--- config.mk ---
export PLATFORM = sky130hd
export DESIGN_NAME = o_serdes_shifter
export DESIGN_NICKNAME = d
export VERILOG_FILES = /design/src/rtl/o_serdes_shifter.sv
export SDC_FILE = /design/constraint.sdc
export NUM_CORES = 1
export LEC_CHECK = 0
export ABC_AREA = 1
export CAP_MARGIN = 20
export CORE_MARGIN = 3
export CORE_UTILIZATION = 45
export DETAILED_ROUTE_END_ITERATION = 8
export GPL_ROUTABILITY_DRIVEN = 0
export PLACE_DENSITY = 0.77
export SYNTH_ARGS = -nofsm -noshare
export SYNTH_HDL_FRONTEND = slang
export SYNTH_SLANG_ARGS = --single-unit
--- constraint.sdc ---
create_clock -name PLL_CLK -period 2.03 [get_ports PLL_CLK]
set_clock_uncertainty 0.2 [all_clocks]
set_input_delay 0.203 -clock PLL_CLK [delete_from_list [all_inputs] [get_ports PLL_CLK]]
set_output_delay 0.203 -clock PLL_CLK [all_outputs]
set_load 0.005 [all_outputs]
--- src/rtl/o_serdes_shifter.sv ---
// o_serdes_shifter: double-buffered LSB-first SDR/DDR output serializer with lock-qualified clock enable
module o_serdes_shifter #(
  parameter string DATA_RATE  = "SDR",
  parameter int    WIDTH      = 4,
  parameter int    LOCK_WAIT  = 256,
  parameter logic  IDLE_VALUE = 1'b0
) (
  input  logic             PLL_CLK,
  input  logic             RST,
  input  logic             PLL_LOCK,
  input  logic [WIDTH-1:0] D,
  input  logic             DATA_VALID,
  input  logic             OE_IN,
  output logic             LOAD_READY,
  output logic [1:0]       Q,
  output logic             OE_OUT,
  output logic             CLK_EN_OUT,
  output logic             UNDERRUN
);
  localparam int B = (DATA_RATE == "DDR") ? 2 : 1;
  localparam int N = WIDTH / B;
  typedef enum logic {WAIT, RUN} state_t;
  state_t state, state_nx;
  logic lock_m, lock_s, hold_full, hold_oe, active, last, load;
  logic [8:0] wait_cnt;
  logic [3:0] beat;
  logic [WIDTH-1:0] hold_d, shreg, src;
  logic [1:0] beat_q;
  // The holding register feeds the shifter whenever it is idle or finishing its final beat.
  assign last       = active && beat == 4'(N - 1);
  assign load       = hold_full && (!active || last);
  assign src        = load ? hold_d : shreg;
  assign beat_q     = (B == 2) ? src[1:0] : {2{src[0]}};
  assign LOAD_READY = (state == RUN) && (!hold_full || last);
  always_comb begin
    state_nx = state;
    if (state == WAIT && lock_s && wait_cnt == 9'(LOCK_WAIT - 1)) state_nx = RUN;
    if (state == RUN && !lock_s) state_nx = WAIT;
  end
  always_ff @(posedge PLL_CLK or posedge RST)
    if (RST) state <= WAIT;
    else state <= state_nx;
  always_ff @(posedge PLL_CLK or posedge RST) begin
    if (RST) begin
      lock_m     <= 1'b0;
      lock_s     <= 1'b0;
      wait_cnt   <= 9'd0;
      hold_full  <= 1'b0;
      hold_oe    <= 1'b0;
      hold_d     <= '0;
      shreg      <= '0;
      active     <= 1'b0;
      beat       <= 4'd0;
      Q          <= {2{IDLE_VALUE}};
      OE_OUT     <= 1'b0;
      CLK_EN_OUT <= 1'b0;
      UNDERRUN   <= 1'b0;
    end else begin
      lock_m     <= PLL_LOCK;
      lock_s     <= lock_m;
      UNDERRUN   <= 1'b0;
      CLK_EN_OUT <= state_nx == RUN;
      wait_cnt   <= (state == WAIT && lock_s) ? wait_cnt + 9'd1 : 9'd0;
      if (state_nx != RUN) begin
        hold_full <= 1'b0;
        active    <= 1'b0;
        Q         <= {2{IDLE_VALUE}};
        OE_OUT    <= 1'b0;
      end else begin
        if (LOAD_READY && DATA_VALID) begin
          hold_d    <= D;
          hold_oe   <= OE_IN;
          hold_full <= 1'b1;
        end else if (load) hold_full <= 1'b0;
        if (load || (active && !last)) begin
          Q      <= beat_q;
          shreg  <= src >> B;
          beat   <= load ? 4'd0 : beat + 4'd1;
          active <= 1'b1;
          if (load) OE_OUT <= hold_oe;
        end else if (last) begin
          active   <= 1'b0;
          Q        <= {2{IDLE_VALUE}};
          OE_OUT   <= 1'b0;
          UNDERRUN <= 1'b1;
        end
      end
    end
  end
endmodule
Word level (Yosys, flattened, before mapping)
Index checks and enable logic that the tools add are counted.

Add/sub/neg operators: 2. $mul: 0. Div/mod/pow operators: 0. $lt $le $gt $ge: 0. Eq/ne operators: 5. Shift-type cells: 0. Muxes and demuxes: 20. Bitwise operators: 1. Reduce and logical (&&, ||, !) cells: 18.

Operator list (number): 1-bit 2-to-1 mux (14); 9-bit by 1-bit adder with 9-bit output (second input constant) (1); 9-bit by 8-bit == test with 1-bit output (second input constant) (1); 9-bit 2-to-1 mux (1); 1-bit logical AND (8); 4-bit 2-to-1 mux (2); 2-bit 2-to-1 mux (3); 3-bit by 1-bit != test with 1-bit output (second input constant) (2); 2-bit AND reduction (3); 4-bit by 1-bit adder with 4-bit output (second input constant) (1); 4-bit by 2-bit == test with 1-bit output (second input constant) (1); 1-bit zero test (4); 1-bit logical OR (3); 3-bit != test (second input constant) (1); 1-bit NOT (1).

Register bits: 30. Bits in latches: 0. Bits in writable memories: 0. ROM bits: 0. Input bits: 9. Output and inout port bits: 6. Logic and storage cells: 59. Memories: 0.

Longest topological paths before layout
Gate-level depths: netlist of run 1.

Depth after elaboration: 7. Depth in mapped cells: 15. Depth with buffers taken out: 15.

Worst setup path before layout of run 1
OpenSTA, ideal clock, no wires.

Path type: flip-flop to flip-flop. Start point: reg wait_cnt[0]. End point: reg hold_d[0]. Setup time: 117 ps. Data arrival time: 1694 ps. Required time: 1713 ps. Setup slack: 20 ps. Stages on the path, launching flop included: 16. Path buffers: 0. Clock period less this slack: 2010 ps. Cell sequence: dfrtp_1 ha_1 nand2_1 inv_1 nand2_1 nor2_1 nand3_1 nor2_1 ha_1 inv_1 nand2_2 nand2_2 nor2_8 nand3_4 nand2_1 nand2_1.

Cells in the longest elaborated chain, start to end: 5.

RTL lines: start, declared (line 25) `logic [8:0] wait_cnt;`; start signal, assigned (line 63) `wait_cnt <= (state == WAIT && lock_s) ? wait_cnt + 9'd1 : 9'd0;`; 9-bit by 8-bit == test with 1-bit output (line 37) `if (state == WAIT && lock_s && wait_cnt == 9'(LOCK_WAIT - 1)) state_nx = RUN;`; 1-bit logical AND (line 37); 1-bit 2-to-1 mux (line 37); 1-bit 2-to-1 mux (line 38) `if (state == RUN && !lock_s) state_nx = WAIT;`; 2-bit AND reduction (no line); end signal, assigned (line 50) `hold_d <= '0;`; end signal, assigned (line 71) `hold_d <= D;`; end, declared (line 27) `logic [WIDTH-1:0] hold_d, shreg, src;`.

No other way between the ends. A chain may end at the register's enable or synchronous reset.

Final worst setup path of run 1
Start point: reg wait_cnt[1]. End point: reg hold_d[3].

The elaborated chain is that of the path after synthesis.

==> summary.md, run 1 <==
| Metric | Value |
|---|---|
| Status | `finished with violations` |
| Violations in the final reports | `setup timing` |
| Layout area overhead | `31.3%` |
| Hold Crit Class | `input pin to asynchronous set/reset pin` |
| WHS | `36.3 ps` |
| First-pass GRT wire length | `4.58 mm` |
| Final Util | `63.8%` |
| DR iter-0 viols | `73` |
| Post-synth net total | `172` |
| CTS Sinks | `29` |
| # Max-Cap Violations | `0` |
| Yosys top cell area share | `52.4%` |
| Post-route DRC | `0` |
| Drt via density | `5.08` |
| Non-Filler Instances | `228` |
| Area leader, netlist | `dfrtp_1` |
| Placed cell area | `1600 um2` |
| Worst EP arrival | `2230 ps` |
| Maximum clock insertion buffer count | `2` |
| Drt wl/cell | `12.6 um` |
| Initial antenna violation count | `0` |
| CTS tree | `done` |
| Total core area | `2850 um2` |
| Clock root cell | `clkbuf_4` |
| Leakage power | `0.955 nW` |
| Number of synthesized flops with an enable pin | `0` |
| Tot GR Track Use | `16.8%` |
| Vias in the first global route | `1,112` |
| Fin crit share | `109%` |
| CTS HTree Levels | `2` |
| Slew HR | `72.1%` |
| Total Neg Setup Slack | `-2060 ps` |
| CTS Buf Count | `5` |
| Clock share of power | `38.4%` |
| DR vias | `1,159` |
| Synth Cell Area | `1390 um2` |
| Pwr dens | `570 nW/um2` |
| Fin. Hold Viols | `0` |
| Dpl hpwl | `2.01 mm` |
| CP Capture Type | `flop` |
| Final wirelength | `2.86 mm` |
| Chip Height | `61.5 um` |
| Synth unique cells | `22` |
| DIE WIDTH | `61.5 um` |
| Ranking of synthesized cells by area | `dfrtp_1 (52%), nand2_1 (12%), inv_1 (5.7%), nand3_1 (3.6%), nor2_1 (3.5%)` |
| CP Class | `flop to flop` |
| Tightest Pin Transition | `417 ps` |
| Initial Utilization | `48.6%` |
| Remaining antenna violation count after routing | `0` |
| GRT Max-Usage Layer | `met2` |
| Number of cell rows | `19` |
| Cell with the most instances after synthesis | `nand2_1` |
| Final setup violation count | `17` |
| F_max | `0.453 GHz` |
| IO Count | `15` |
| Synth async-reset ratio | `100%` |
| Worst Setup Start Kind | `flop` |
| RSZ-0062 raised after global routing | `true` |
| R2r worst-path depth | `15` |
| Seq pwr share | `56.8%` |
| FF/Latch Area | `726 um2` |
| Crit path max fanout | `6` |
| Share of layout cells above drive strength 1 | `27.9%` |
| Internal power | `0.809 mW` |
| IR drop worst, VDD | `492 uV` |
| I/O Buffers | `14` |
| Data required time at the worst endpoint | `2050 ps` |
| Mapped Cells | `160` |
| ANT cells | `0` |
| Commonest cells in the netlist | `nand2_1 (45), dfrtp_1 (29), inv_1 (21), nor2_1 (13), nand3_1 (10)` |
| First-pass DRT Iterations | `4` |
| Switch share | `22.0%` |
| Finished Cell Area | `1820 um2` |
| Sequential share of the synthesized area | `52.4%` |
| Largest net degree at the start of global routing | `30` |
| Ys flop type | `dfrtp_1` |
| Met2 Usage GRT | `30.2%` |
| Flops & latches, synth | `29` |
| Net Sw Power | `0.228 mW` |
| Clock slew at reported path FFs | `90 ps` |
| Synth Area per Inst | `8.66 um2` |
| Synth Warn # | `0` |
| Comb power frac | `4.7%` |
| CTS Hold Bufs | `0` |
| Nets@finish | `208` |
| Area taken by multi-input logic gates | `632 um2` |
| Met3 GRT Util | `5.03%` |
| Max-slew violation count | `0` |
| Total global routing overflow | `0` |
| Final min period | `2210 ps` |
| Die area | `3780 um2` |
| Placed cell count | `210` |
| Final setup margin | `-175 ps` |
| # fillers | `229` |
| Clk Latency, worst-skew pair | `320 ps` |
| Met1 usage | `18.4%` |
==> stage by stage <==
step                      setup slack (ps)  power [mW]
final                                 -175        1.04
after global routing                  -318        1.08
after CTS                             -133        1.04
after detailed placement              -154       0.645
after global placement               -48.1       0.644
after floorplan                       19.5       0.620
==> power by group through the flow <==
stage / registers, mW / clock network [mW] / logic [mW]
3_5_place_dp: 0.600 / 0 / 0.0459
2_1_floorplan: 0.599 / 0 / 0.0210
3_3_place_gp: 0.599 / 0 / 0.0446
6_report: 0.589 / 0.398 / 0.0490
5_1_grt: 0.590 / 0.439 / 0.0552
4_1_cts: 0.588 / 0.408 / 0.0460
==> layer usage <==
layer | routed length [um] | vias up
li1 | - | 584
met1 | 1170 | 550
met2 | 1580 | 21
met4 | 21 | 0
met3 | 99 | 4
met5 | 0 | -
==> flip-flops by register name (all words and copies together) (netlist names) <==
signal and flops:
CLK_EN_OUT 1, OE_OUT 1, Q 1, UNDERRUN 1
active 1, beat 4, hold_d 4, hold_full 1
hold_oe 1, lock_m 1, lock_s 1, shreg 3
wait_cnt 9
==> area by class of cell <==
cell class	count	area share, %
Timing Repair Buffer	31	14.9
Multi-Input combinational cell	107	34.7
Clock inverter	1	0.275
Inverter	22	4.54
Sequential cell	29	39.9
Tap cell	31	2.13
Clock buffer	7	3.58
==> cells by family (layout without fill, tap and decap cells) <==
kind of cell	after synthesis	count (layout)	share of synthesized area, %
AO/OA/AOI/OAI	14	14	5.06
adder cells (fa/ha/maj)	3	3	2.71
flip-flops	29	29	52.4
XOR/XNOR	1	1	0.632
AND/OR/NAND/NOR	89	89	31.9
buffers and inverters	24	61	7.32
==> worst max-delay path: stages (launching register included) <==
cell	delay (ps)
dfrtp_1	370
ha_2	200
nand2_2	50
inv_2	70
nand2_4	60
nor2_4	120
nand3_2	80
nor2_2	120
ha_2	210
inv_2	40
nand2_2	80
nand2_4	80
nor2_8	160
nand3_4	120
nand2_1	90
nand2_1	50
==> final timing paths <==
kind	to	from	slack, ps
setup reg to reg	hold_d[3]	wait_cnt[1]	-180
hold reg to reg	lock_s	lock_m	160
min in group PLL_CLK	lock_m	PLL_LOCK	110
hold / removal	beat[3]	RST	40
setup / recovery	hold_d[3]	wait_cnt[1]	-180
max in group asynchronous	wait_cnt[7]	RST	1320
==> cells in the final DEF (no fill, tap or decap), types with 6 or more instances in the layout <==
cell,instances
nand2_2,7
nand3_1,9
dfrtp_1,29
buf_4,16
nand2_1,40
nor2_1,11
nand4_1,6
clkdlybuf4s50_1,13
inv_1,19
==> what timing repair did <==
action,in CTS,in global routing
cloned,0,0
buffers inserted,4,6
gates resized for setup,9,20
pin swaps,3,18
endpoints found under the setup margin,17,17
No activity file was read; power rests on OpenSTA's default activity.
==> inputs of run 2 (changes only) <==
Clock period 2.03 ns to 2 ns, I/O delays scaled along.
==> summary.md, run 2 (synthesized netlist as in run 1, its figures left out) <==
| Metric | Value |
|---|---|
| Setup slack, reg-to-reg | `-230 ps (-50 ps)` |
| RSZ-0062 raised after global routing | `true` |
| Placed cell count | `209 (-0.48%)` |
| First-pass GRT wire length | `4.82 mm (+5.3%)` |
| Max-slew violation count | `0 (unchanged)` |
| Die area | `3780 um2 (unchanged)` |
| Initial Utilization | `48.6% (unchanged)` |
| Initial antenna violation count | `0 (unchanged)` |
| CP Buf/Inv Count | `8 (+6)` |
| Final setup margin | `-230 ps (-54.7 ps)` |
| DR iter-0 viols | `57 (-22%)` |
| Fin. Hold Viols | `0 (unchanged)` |
| ANT cells | `0 (unchanged)` |
| Drt wl/cell | `13.8 um (+9.9%)` |
| CP peak stage delay | `370 ps (about the same)` |
| Status | `finished with violations` |
| IR drop worst, VDD | `418 uV (-15%)` |
| Worst EP arrival | `2260 ps (+30 ps)` |
| DIE WIDTH | `61.5 um (unchanged)` |
| Tot GR Track Use | `17.6% (+0.83 points)` |
| Fin crit share | `112% (+2.9 points)` |
| First-pass DRT Iterations | `4 (unchanged)` |
| Slowest cell on the critical path | `dfrtp_1` |
| Leakage power | `0.978 nW (+2.4%)` |
| Clock slew at reported path FFs | `90 ps (about the same)` |
| Pwr dens | `567 nW/um2 (-0.43%)` |
| Final Util | `65.7% (+2.0 points)` |
| Remaining antenna violation count after routing | `0 (unchanged)` |
| Nets@finish | `214 (+2.9%)` |
| Hold Crit Class | `input pin to asynchronous set/reset pin` |
| I/O Buffers | `14 (unchanged)` |
| Worst Setup Start Kind | `flop` |
| DR vias | `1,194 (+3.0%)` |
| F_max | `0.448 GHz (-1.1%)` |
| Design Power | `1.06 mW (+2.7%)` |
| Final min period | `2230 ps (+24.7 ps)` |
| WHS | `27.3 ps (-9.00 ps)` |
| Maximum clock insertion buffer count | `2 (unchanged)` |
| CP Capture Type | `flop` |
| Data required time at the worst endpoint | `2030 ps (-20 ps)` |
| R2r worst-path depth | `15 (unchanged)` |
| Pre-CTS setup slack | `-161 ps (-6.89 ps)` |
| Total global routing overflow | `0 (unchanged)` |
| Clock root cell | `clkbuf_4` |
| Reg2Reg Capture Point | `wait_cnt[6]` |
| Total Neg Setup Slack | `-3220 ps (-1160 ps)` |
| Total core area | `2850 um2 (unchanged)` |
| Crit-path cells | `ha_2 -> nand2_2 -> inv_2 -> nand2_4 -> nor2_4 -> nand3_2 -> buf_4 -> buf_4 -> buf_4 -> buf_4 -> buf_4 -> buf_4 -> buf_4 -> nand2_1 -> nor2_1` |
| Violations in the final reports | `setup timing` |
| Crit path max fanout | `2 (-4)` |
| Post-route DRC | `0 (unchanged)` |
| CP most frequent cell | `buf_4` |
| Chip Height | `61.5 um (unchanged)` |
| Clk Latency, worst-skew pair | `340 ps (+20 ps)` |
| # Max-Cap Violations | `0 (unchanged)` |
| Biggest regs | `wait_cnt: 9 flops, beat: 4 flops, hold_d: 4 flops` |
| Number of cell rows | `19 (unchanged)` |
| CTS Buf Count | `5 (unchanged)` |
| Commonest non-fill, non-tap cell in the layout | `nand2_1` |
| Vias in the first global route | `1,137 (+2.2%)` |
| Most frequent cells in the layout | `nand2_1 (38), dfrtp_1 (29), buf_4 (22)` |
| Dpl hpwl | `1.99 mm (-1.2%)` |
| Layout area overhead | `35.4%` |
| Largest register by flop count | `wait_cnt` |
| Largest net degree at the start of global routing | `30 (unchanged)` |
| Finished Cell Area | `1880 um2 (+3.1%)` |
| Tightest Pin Transition | `388 ps (-29.4 ps)` |
| IO Count | `15 (unchanged)` |
| Max reg flops | `9 (unchanged)` |
| Top Family by Delay on Critical Path | `buffers and inverters` |
| Slew HR | `74.0% (+2.0 points)` |
| Final wirelength | `3.23 mm (+13%)` |
| Share of layout cells above drive strength 1 | `30.5% (+2.6 points)` |
| CTS HTree Levels | `2 (unchanged)` |
| Non-Filler Instances | `234 (+2.6%)` |
| CP Class | `flop to flop` |
| CTS Hold Bufs | `0 (unchanged)` |
| CTS Sinks | `29 (unchanged)` |
| CTS tree | `done` |
| Final setup violation count | `17 (unchanged)` |
| Placed cell area | `1600 um2 (unchanged)` |
| Reg-to-reg startpoint | `wait_cnt[0]` |
| Drt via density | `5.10 (+0.38%)` |
## run 2: cell types whose count changed in the layout (fill, tap and decap cells not counted)
| cell | delta |
|---|---|
| nand2_1 | -2 |
| buf_4 | +6 |
| o21ai_1 | -2 |
| o21ai_0 | +3 |
| nand2_4 | +2 |
| nor3_2 | -1 |
| nand3_1 | -1 |
| nand3_2 | +1 |
| nor3_1 | +1 |
| o21ai_2 | -1 |
## run 2: worst max-delay path by stage
stage / start / end / slack [ps] / depth (start not counted)
detailed placement: wait_cnt[1] / hold_d[3] / -160 / 15
global placement: wait_cnt[0] / hold_d[2] / -80 / 15
global route: wait_cnt[0] / OE_OUT / -370 / 15
finish: wait_cnt[0] / wait_cnt[6] / -230 / 15
CTS: wait_cnt[1] / hold_d[1] / -170 / 15
floorplan: wait_cnt[0] / hold_d[0] / 20 / 15
## run 2: layout make-up
cell class / count / area (um2)
clock buffer: 7 / 65.1
clock inverter: 1 / 5.00
fill: 225 / 977
inverter: 22 / 82.6
multi-input combinational: 107 / 643
sequential: 29 / 726
tap: 31 / 38.8
timing repair buffer: 37 / 315
## run 2: routing by layer
metal	GRT usage, %	share of wire, %	vias up
met5	0	0	-
met4	8.48	1.8	0
met3	5.24	3.2	9
met2	29.4	53	23
met1	20.5	42	571
li1	-	-	591
## run 2: tightest hold or removal path: cells and delay by family
family	cells	cell delay [ps]
buffers and inverters	3	790
## run 2: repair_timing
action,in CTS,in global routing
setup endpoints to repair,16,18
gates resized for setup,9,18
setup buffers,12,5
pin swaps,2,14
## run 2: where the power goes
part	total [mW]	internal (mW)	switching, mW
clock	0.410	0.203	0.206
sequential	0.598	0.593	0.00561
combinational	0.0558	0.0284	0.0274
total	1.06	0.824	0.239
==> inputs of run 3 (changes only) <==
Settings changed: CORE_MARGIN 3 to 4, CTS_CLUSTER_SIZE set to 16, SLEW_MARGIN set to 15.
==> summary.md, run 3 (synthesized netlist as in run 1, its figures left out) <==
| Metric | Value |
|---|---|
| Status | `finished with violations` |
| Violations in the final reports | `setup timing` |
| CTS Buf Count | `5 (unchanged)` |
| Clock slew at reported path FFs | `80 ps (about the same)` |
| Final min period | `2230 ps (-3.70 ps)` |
| Hold Crit Class | `input pin to asynchronous set/reset pin` |
| Final setup margin | `-226 ps (+3.70 ps)` |
| CTS Hold Bufs | `0 (unchanged)` |
| Largest net degree at the start of global routing | `30 (unchanged)` |
| DR iter-0 viols | `119 (+110%)` |
| Die area | `4030 um2 (+6.6%)` |
| Max reg flops | `9 (unchanged)` |
| Pwr dens | `498 nW/um2 (-12%)` |
| Crit path max fanout | `7 (+5)` |
| Non-Filler Instances | `238 (+1.7%)` |
| Tightest Pin Transition | `550 ps (+162 ps)` |
| Reg2Reg Capture Point | `beat[2]` |
| Largest register by flop count | `wait_cnt` |
| Remaining antenna violation count after routing | `0 (unchanged)` |
| Fin crit share | `111% (-0.18 points)` |
| Leakage power | `0.967 nW (-1.2%)` |
| Number of cell rows | `19 (unchanged)` |
| Dpl hpwl | `1.97 mm (-0.91%)` |
| Final wirelength | `3.30 mm (+2.2%)` |
| Data required time at the worst endpoint | `2010 ps (-20 ps)` |
| Nets@finish | `218 (+1.9%)` |
| Slew HR | `63.2% (-11 points)` |
| Drt wl/cell | `13.9 um (+0.45%)` |
| Worst Setup Start Kind | `flop` |
| Biggest regs | `wait_cnt: 9 flops, beat: 4 flops, hold_d: 4 flops` |
| CTS HTree Levels | `2 (unchanged)` |
| Design Power | `0.972 mW (-8.7%)` |
| Clock root cell | `clkbuf_4` |
| Reg-to-reg startpoint | `wait_cnt[0]` |
| Fin. Hold Viols | `0 (unchanged)` |
| Commonest non-fill, non-tap cell in the layout | `nand2_1` |
| IR drop worst, VDD | `426 uV (+1.8%)` |
| CTS Sinks | `29 (unchanged)` |
| Total global routing overflow | `0 (unchanged)` |
| Placed cell count | `210 (+0.48%)` |
| I/O Buffers | `14 (unchanged)` |
| Setup slack, reg-to-reg | `-230 ps (about the same)` |
| F_max | `0.449 GHz (+0.17%)` |
| IO Count | `15 (unchanged)` |
| # Max-Cap Violations | `0 (unchanged)` |
| Maximum clock insertion buffer count | `2 (unchanged)` |
| Total core area | `2850 um2 (unchanged)` |
| Initial antenna violation count | `0 (unchanged)` |
| DIE WIDTH | `63.5 um (+3.3%)` |
| RSZ-0062 raised after global routing | `true` |
| Chip Height | `63.5 um (+3.3%)` |
| Drt via density | `5.25 (+2.8%)` |
| CP Class | `flop to flop` |
| Clk Latency, worst-skew pair | `320 ps (-20 ps)` |
| Tot GR Track Use | `16.7% (-0.87 points)` |
| CTS tree | `done` |
| Post-route DRC | `0 (unchanged)` |
| Most frequent cells in the layout | `nand2_1 (31), dfrtp_1 (29), inv_1 (19)` |
| Worst EP arrival | `2240 ps (-20 ps)` |
| Max-slew violation count | `0 (unchanged)` |
| Vias in the first global route | `1,175 (+3.3%)` |
| Share of layout cells above drive strength 1 | `34.3% (+3.8 points)` |
| Final setup violation count | `18 (+1)` |
| CP Capture Type | `flop` |
| DR vias | `1,249 (+4.6%)` |
| ANT cells | `0 (unchanged)` |
| First-pass GRT wire length | `5.13 mm (+6.4%)` |
| Initial Utilization | `48.6% (unchanged)` |
| R2r worst-path depth | `14 (-1)` |
| First-pass DRT Iterations | `4 (unchanged)` |
| Layout area overhead | `40.8%` |
==> run 3: worst max path at each step <==
stage / startpoint / to / cells past startpoint
3_3_place_gp: wait_cnt[0] / shreg[1] / 14
3_5_place_dp: wait_cnt[1] / hold_d[3] / 15
6_report: wait_cnt[0] / beat[2] / 14
2_1_floorplan: wait_cnt[0] / hold_d[0] / 15
5_1_grt: wait_cnt[0] / beat[1] / 14
4_1_cts: wait_cnt[1] / beat[0] / 14
==> run 3: area by class of cell <==
| type | count | area, um2 |
|---|---|---|
| multi-input cells | 107 | 679 |
| inverters | 22 | 82.6 |
| clock buffers | 8 | 48.8 |
| repair buffers | 41 | 375 |
| fillers | 207 | 902 |
| well taps | 31 | 38.8 |
| flip-flops and latches | 29 | 726 |
==> run 3: power breakdown <==
group	switching, mW	internal [mW]	total, mW
clock network	0.183	0.140	0.323
logic	0.0266	0.0243	0.0509
registers	0.00565	0.593	0.598
total	0.215	0.757	0.972
==> run 3: metal layers <==
metal / routed length, um / track usage [%] / up-vias / part of all wire, %
met2: 1790 / 29.3 / 29 / 54
met4: 108 / 8.89 / 0 / 3.3
met3: 120 / 5.33 / 12 / 3.6
met5: 0 / 0 / - / 0
met1: 1280 / 17.7 / 604 / 39
li1: - / - / 604 / -
==> run 3: worst max-delay path: stages (launching register included) <==
cell and delay, ps:
dfrtp_1 370, ha_2 190, nand2_2 50, inv_2 60, nand2_2 70, nor2_4 130, nand3_2 90, nor2_2 120
ha_2 220, nor2_4 50, nor2_4 200, buf_6 150, nand2_8 80, nand2_2 70, o21ai_1 50
==> run 3: per-stage QoR <==
stage | setup WS [ps] | hold WS (ps) | utilization [%] | area (um2) | setup TNS (ps)
CTS | -140 | 51.3 | 62.8 | 1790 | -1830
finish | -226 | 36.8 | 68.4 | 1950 | -3400
global route | -371 | 84.5 | 68.4 | 1950 | -6140
floorplan | 15.1 | 31.4 | - | 1390 | 0
global placement | -57.6 | 133 | 56.3 | 1610 | -334
detailed placement | -135 | 140 | 56.3 | 1610 | -1630
==> run 3: timing repair <==
item	CTS	global route
hold endpoints to repair	0	0
buffers inserted	13	12
pin swaps	3	19
gates resized for setup	11	37
gates cloned	0	0
endpoints found under the setup margin	17	18
